## src/rtl/div_seq_ctrl_if.sv

```systemverilog
// Operand/result bundle between a divide requester and div_seq_ctrl.
// The requester drives the operands and start; the divider answers with busy/done/result.
interface div_seq_ctrl_if #(
  parameter int WIDTH = 32
);
  logic               start;
  logic               is_signed;
  logic [WIDTH-1:0]   dividend;
  logic [WIDTH-1:0]   divisor;
  logic               busy;
  logic               done;
  logic [2*WIDTH-1:0] result;
  logic               div_by_zero;

  modport master (
    output start, is_signed, dividend, divisor,
    input  busy, done, result, div_by_zero
  );

  modport slave (
    input  start, is_signed, dividend, divisor,
    output busy, done, result, div_by_zero
  );
endinterface

```

## src/rtl/div_seq_ctrl.sv

```systemverilog
// Sequential restoring divider, signed or unsigned, remainder in the upper half of result.
// Latency: done WIDTH+3 cycles after accept (2 cycles for a zero divisor).
// Backpressure: none; start is only taken while idle, otherwise ignored.
module div_seq_ctrl #(
  parameter int WIDTH = 32
) (
  input  logic          clock,
  input  logic          clear,
  div_seq_ctrl_if.slave bus
);

  typedef enum logic [2:0] {
    IDLE,
    SETUP,
    ITER,
    FIXUP,
    DONE
  } state_t;

  state_t             state;
  logic [WIDTH-1:0]   qd;   // dividend bits shift out the top, quotient bits shift in the bottom
  logic [WIDTH-1:0]   dvs;
  logic [WIDTH-1:0]   rem;
  logic [WIDTH-1:0]   cnt;
  logic               signed_op;
  logic               neg_q;
  logic               neg_r;
  logic               dbz;
  logic               busy_r;
  logic               done_r;
  logic [2*WIDTH-1:0] result_r;
  logic               div_by_zero_r;

  logic [WIDTH:0]     rem_shift;
  logic               rem_ge;
  logic [WIDTH-1:0]   rem_diff;

  // Partial remainder is below the divisor, so the true difference always fits in WIDTH bits.
  assign rem_shift = {rem, qd[WIDTH-1]};
  assign rem_ge    = rem_shift >= {1'b0, dvs};
  assign rem_diff  = rem_shift[WIDTH-1:0] - dvs;

  always_ff @(posedge clock) begin
    if (clear) begin
      state         <= IDLE;
      qd            <= '0;
      dvs           <= '0;
      rem           <= '0;
      cnt           <= '0;
      signed_op     <= 1'b0;
      neg_q         <= 1'b0;
      neg_r         <= 1'b0;
      dbz           <= 1'b0;
      busy_r        <= 1'b0;
      done_r        <= 1'b0;
      result_r      <= '0;
      div_by_zero_r <= 1'b0;
    end else begin
      done_r <= 1'b0;
      case (state)
        IDLE: begin
          if (bus.start) begin
            qd        <= bus.dividend;
            dvs       <= bus.divisor;
            signed_op <= bus.is_signed;
            busy_r    <= 1'b1;
            state     <= SETUP;
          end
        end
        SETUP: begin
          cnt <= '0;
          if (dvs == '0) begin
            // qd still holds the raw captured dividend here
            qd    <= '1;
            rem   <= qd;
            dbz   <= 1'b1;
            neg_q <= 1'b0;
            neg_r <= 1'b0;
            state <= DONE;
          end else begin
            rem   <= '0;
            dbz   <= 1'b0;
            neg_q <= signed_op & (qd[WIDTH-1] ^ dvs[WIDTH-1]);
            neg_r <= signed_op & qd[WIDTH-1];
            if (signed_op && qd[WIDTH-1]) qd <= -qd;
            if (signed_op && dvs[WIDTH-1]) dvs <= -dvs;
            state <= ITER;
          end
        end
        ITER: begin
          qd  <= {qd[WIDTH-2:0], rem_ge};
          rem <= rem_ge ? rem_diff : rem_shift[WIDTH-1:0];
          cnt <= cnt + 1'b1;
          if (cnt == WIDTH'(WIDTH - 1)) state <= FIXUP;
        end
        FIXUP: begin
          if (neg_q) qd <= -qd;
          if (neg_r) rem <= -rem;
          state <= DONE;
        end
        DONE: begin
          result_r      <= {rem, qd};
          div_by_zero_r <= dbz;
          done_r        <= 1'b1;
          busy_r        <= 1'b0;
          state         <= IDLE;
        end
        default: begin
          busy_r <= 1'b0;
          state  <= IDLE;
        end
      endcase
    end
  end

  assign bus.busy        = busy_r;
  assign bus.done        = done_r;
  assign bus.result      = result_r;
  assign bus.div_by_zero = div_by_zero_r;

endmodule

```

## src/flat_wrapper.sv

```systemverilog
// flat-port wrapper written by rule: the top's interface ports become plain ports
module div_seq_ctrl_flat 
#(
  parameter int WIDTH = 32
)
  (clock, clear, bus_start, bus_is_signed, bus_dividend, bus_divisor, bus_busy, bus_done, bus_result, bus_div_by_zero);
  div_seq_ctrl_if #(.WIDTH(WIDTH)) bus_i ();
  input  logic clock;
  input  logic clear;
  input wire logic [$bits(bus_i.start)-1:0] bus_start;
  input wire logic [$bits(bus_i.is_signed)-1:0] bus_is_signed;
  input wire logic [$bits(bus_i.dividend)-1:0] bus_dividend;
  input wire logic [$bits(bus_i.divisor)-1:0] bus_divisor;
  output wire logic [$bits(bus_i.busy)-1:0] bus_busy;
  output wire logic [$bits(bus_i.done)-1:0] bus_done;
  output wire logic [$bits(bus_i.result)-1:0] bus_result;
  output wire logic [$bits(bus_i.div_by_zero)-1:0] bus_div_by_zero;
  assign bus_i.start = bus_start;
  assign bus_i.is_signed = bus_is_signed;
  assign bus_i.dividend = bus_dividend;
  assign bus_i.divisor = bus_divisor;
  assign bus_busy = bus_i.busy;
  assign bus_done = bus_i.done;
  assign bus_result = bus_i.result;
  assign bus_div_by_zero = bus_i.div_by_zero;
  div_seq_ctrl #(.WIDTH(WIDTH)) u_core (.clock(clock), .clear(clear), .bus(bus_i));
endmodule
```

## config.mk

```make
export PLATFORM = sky130hd
export DESIGN_NAME = div_seq_ctrl_flat
export DESIGN_NICKNAME = d
export VERILOG_FILES = /design/src/rtl/div_seq_ctrl_if.sv /design/src/rtl/div_seq_ctrl.sv /design/src/flat_wrapper.sv
export SDC_FILE = /design/constraint.sdc
export NUM_CORES = 1
export LEC_CHECK = 0
export CORE_MARGIN = 2
export CORE_UTILIZATION = 25
export CTS_CLUSTER_SIZE = 16
export DETAILED_ROUTE_END_ITERATION = 8
export PLACE_DENSITY_LB_ADDON = 0.2
export SLEW_MARGIN = 20
export SYNTH_ARGS = -nofsm -noshare
export SYNTH_HDL_FRONTEND = slang
export SYNTH_SLANG_ARGS = --single-unit
```

## constraint.sdc

```tcl
create_clock -name clock -period 5.9 [get_ports clock]
set_input_delay 1.18 -clock clock [delete_from_list [all_inputs] [get_ports clock]]
set_output_delay 1.18 -clock clock [all_outputs]
set_load 0.01 [all_outputs]
```

==> flow_metrics.tcl <==
set metrics [dict create \
    critical_path.slowest_cell "dfxtp_1" \
    p_leak_nw 5.272 \
    final_antenna_net_count 0 \
    diodes 0 \
    worstSetupEndpointType "flop" \
    hold_buffers 0 \
    crit_type "reg -> reg" \
    grt_pass1_wl_mm 72.72 \
    syn-cell-area_um2 12540 \
    final_hold_viol_count 0 \
    drv_slew 0 \
    met3_usage_pct 1.975 \
    postSynth.asyncResetShare_pct 0 \
    clk_pin_slew_worst_paths_ns 0.06 \
    regArea_um2 4044 \
    met1_usage_pct 25.04 \
    fillCellCount 5469 \
    firstDrtPassIters 6 \
    synth_edf_count 0 \
    pin_count 135 \
    synth_largest_area_cell "dfxtp_1" \
    whs_ns 0.4503 \
    dp_hpwl_mm 33.54 \
    dieArea_um2 51960 \
    post-route-worst-setup-slack_ns 2.023 \
    root_buffer "clkbuf_16" \
    hold_class "reg -> reg" \
    regToRegStartpoint "u_core.state[0]" \
    synth_top_cell_area_share_pct 32.25 \
    gr-usage-met2_pct 26.89 \
    worstReg2RegEnd "u_core.qd[20]" \
    hold_end "u_core.bus.result[49]" \
    synth-seq-area-share_pct 32.25 \
    syn-num-nets 1807 \
    drtIter0Drc 1274 \
    track_usage_pct 17.37 \
    yosys_warnings 0 \
    core_um2 49860 \
    crit_path_cell_trace "nor2b_2 > nand2_2 > buf_4 > nor2_1 > a2111o_1 > a21oi_1 > a311oi_1" \
    area_growth_pct 21.99 \
    multi_input_area_um2 7800 \
    post_cts_resized 0 \
    path_buf_inv 1 \
    start_util_pct 25.15 \
    tns_ns 0 \
    slowest_delay_ns 0.86 \
    wire_per_inst_um 19.35 \
    first_global_vias 12080 \
    hp-start "u_core.bus.result[49]" \
    max_freq_mhz 258.0 \
    overflow 0 \
    tightest_slew_ns 0.9470 \
    yosys-top-cells-area "dfxtp_1, a21oi_1, nand2_1, nor2_1, ha_1" \
    syn_avg_cell_area_um2 7.367 \
    synth_ff_type "dfxtp_1" \
    slew_headroom_pct 36.87 \
    r2r_setup_slack_ns 2.02 \
    clock-sinks 202 \
    status "complete, no violations" \
    die_h_um 228.0 \
    powerDensity_nw_per_um2 313.3 \
    layout_min_cycle_time_ns 3.877 \
    clockBufferDepth 3 \
    fin_skew_ns 0.02833 \
    num_vias 13030 \
    worstPathRequired_ns 6.38 \
    critPathLaunchType "flop" \
    cts_tree "built" \
    setup_viol 0 \
    io_buffers 134 \
    drive_above_1_share_pct 5.853 \
    place_congestion 0.8415 \
    grt_max_degree 83 \
    final_nets 1863 \
    ys_ff_latch 202 \
    ff2ff_path_depth 7 \
    holdPathStages 2 \
    post-place-ws_ns 1.837 \
    rsz0062_at_grt "false" \
    post-route-period-util_pct 65.70 \
    clock_latency_ns 0.57 \
    synth.distinct_cells 76 \
    p_total_mw 4.792 \
    cts_setup_buffers 0 \
    critPathTopFamily "simple AND/OR/NAND/NOR gates" \
    wirelength_mm 47.40 \
    mostFrequentLayoutCells "nand2_1, a21oi_1, dfxtp_1" \
    viasPerCell 5.319 \
    cp.arrival_ns 4.36 \
    die_w_um 228.0 \
    cts_made_buffers 26 \
    antenna_found_initial 1 \
    vdd_drop_max_v 0.0002263 \
    num_rows 82 \
    crit_fanout 82 \
    final_common_cell "nand2_1" \
    cts.htree.levels 1 \
    busiest_layer "met2" \
    maxCapViolations 0 \
    postLayoutCoreUtil_pct 30.68 \
    syn_inst 1702 \
    drcViolationCount 0 \
]
## cells by family after synthesis
logic type                 share of synthesized area [%]
muxes                                              2.096
and+or+nand+nor                                    24.06
DFF                                                32.25
adders and majority gates                          3.752
AOI/OAI and AO/OA                                  27.90
xor gates and xnor gates                           3.912
buffers and inverters                              6.027
## how the worst max path moves through the flow
stage,slack (ns),cells past startpoint,from,endpoint
finish,2.02,7,u_core.state[0],u_core.qd[20]
global route,1.73,7,u_core.state[0],u_core.qd[20]
CTS,1.79,7,u_core.state[0],u_core.qd[20]
detailed placement,1.84,7,u_core.state[0],u_core.qd[20]
global placement,1.88,7,u_core.state[0],u_core.qd[20]
floorplan,2.69,14,u_core.dvs[19],u_core.rem[29]
## synthesized netlist by cell type, types with 9 or more instances
library cell,count
nor2_1,171
nand4_1,16
ha_1,36
or3_1,32
clkbuf_1,106
dfxtp_1,202
a22oi_1,24
a211oi_1,16
a21oi_1,204
xor2_1,21
o21ai_0,54
and3_1,9
a31oi_1,12
a21o_1,11
nor4_1,21
buf_1,15
o21a_1,12
a222oi_1,11
a311oi_1,13
nor3_1,54
o21ai_1,36
inv_1,60
xnor2_1,35
a221oi_1,34
nand3_1,52
a221o_1,9
or4_1,12
o211ai_1,27
mux2i_1,24
o31ai_1,10
nand2_1,224
## power breakdown
group          internal (mW)  switching (mW)  leakage (nW)
registers               1.45           0.194          1.64
logic                  0.631           0.952          3.22
clock network          0.890           0.678         0.411
## per-stage QoR
stage | instances | instance area (µm²)
6_report | 2449 | 15300
5_1_grt | 2449 | 15300
4_1_cts | 2449 | 15290
3_5_place_dp | 2402 | 14450
3_3_place_gp | 2402 | 14440
2_1_floorplan | 1702 | 12540
## sequential cells by signal, indices dropped and copies added, names as in the netlist
signal	count
u_core.bus.busy	1
u_core.bus.div_by_zero	1
u_core.bus.done	1
u_core.bus.result	64
u_core.cnt	32
u_core.dbz	1
u_core.dvs	32
u_core.neg_q	1
u_core.neg_r	1
u_core.qd	32
u_core.rem	32
u_core.signed_op	1
u_core.state	3
## routing by layer
| metal | wire length (µm) | vias to the layer above | part of all wire (%) |
|---|---|---|---|
| met5 | 0 | - | 0 |
| met2 | 20710 | 370 | 44 |
| met3 | 2367 | 49 | 5.0 |
| li1 | - | 6333 | - |
| met1 | 22980 | 6275 | 48 |
| met4 | 1337 | 0 | 2.8 |
## worst min-delay path, delay by kind of cell, from the launching register on
family / cells / cell delay (ns)
AND/OR/NAND/NOR: 1 / 0.05
AO/OA/AOI/OAI: 1 / 0.05
flip-flops: 1 / 0.31
## cell type report
cell class	count	share of cell area, %
Clock inverter	12	0.6544
Sequential cell	202	26.44
Multi-Input combinational cell	1305	50.99
Clock buffer	35	4.867
Timing Repair Buffer	158	9.955
Tap cell	672	5.497
Inverter	65	1.595
No activity file was read; power rests on OpenSTA's default activity.
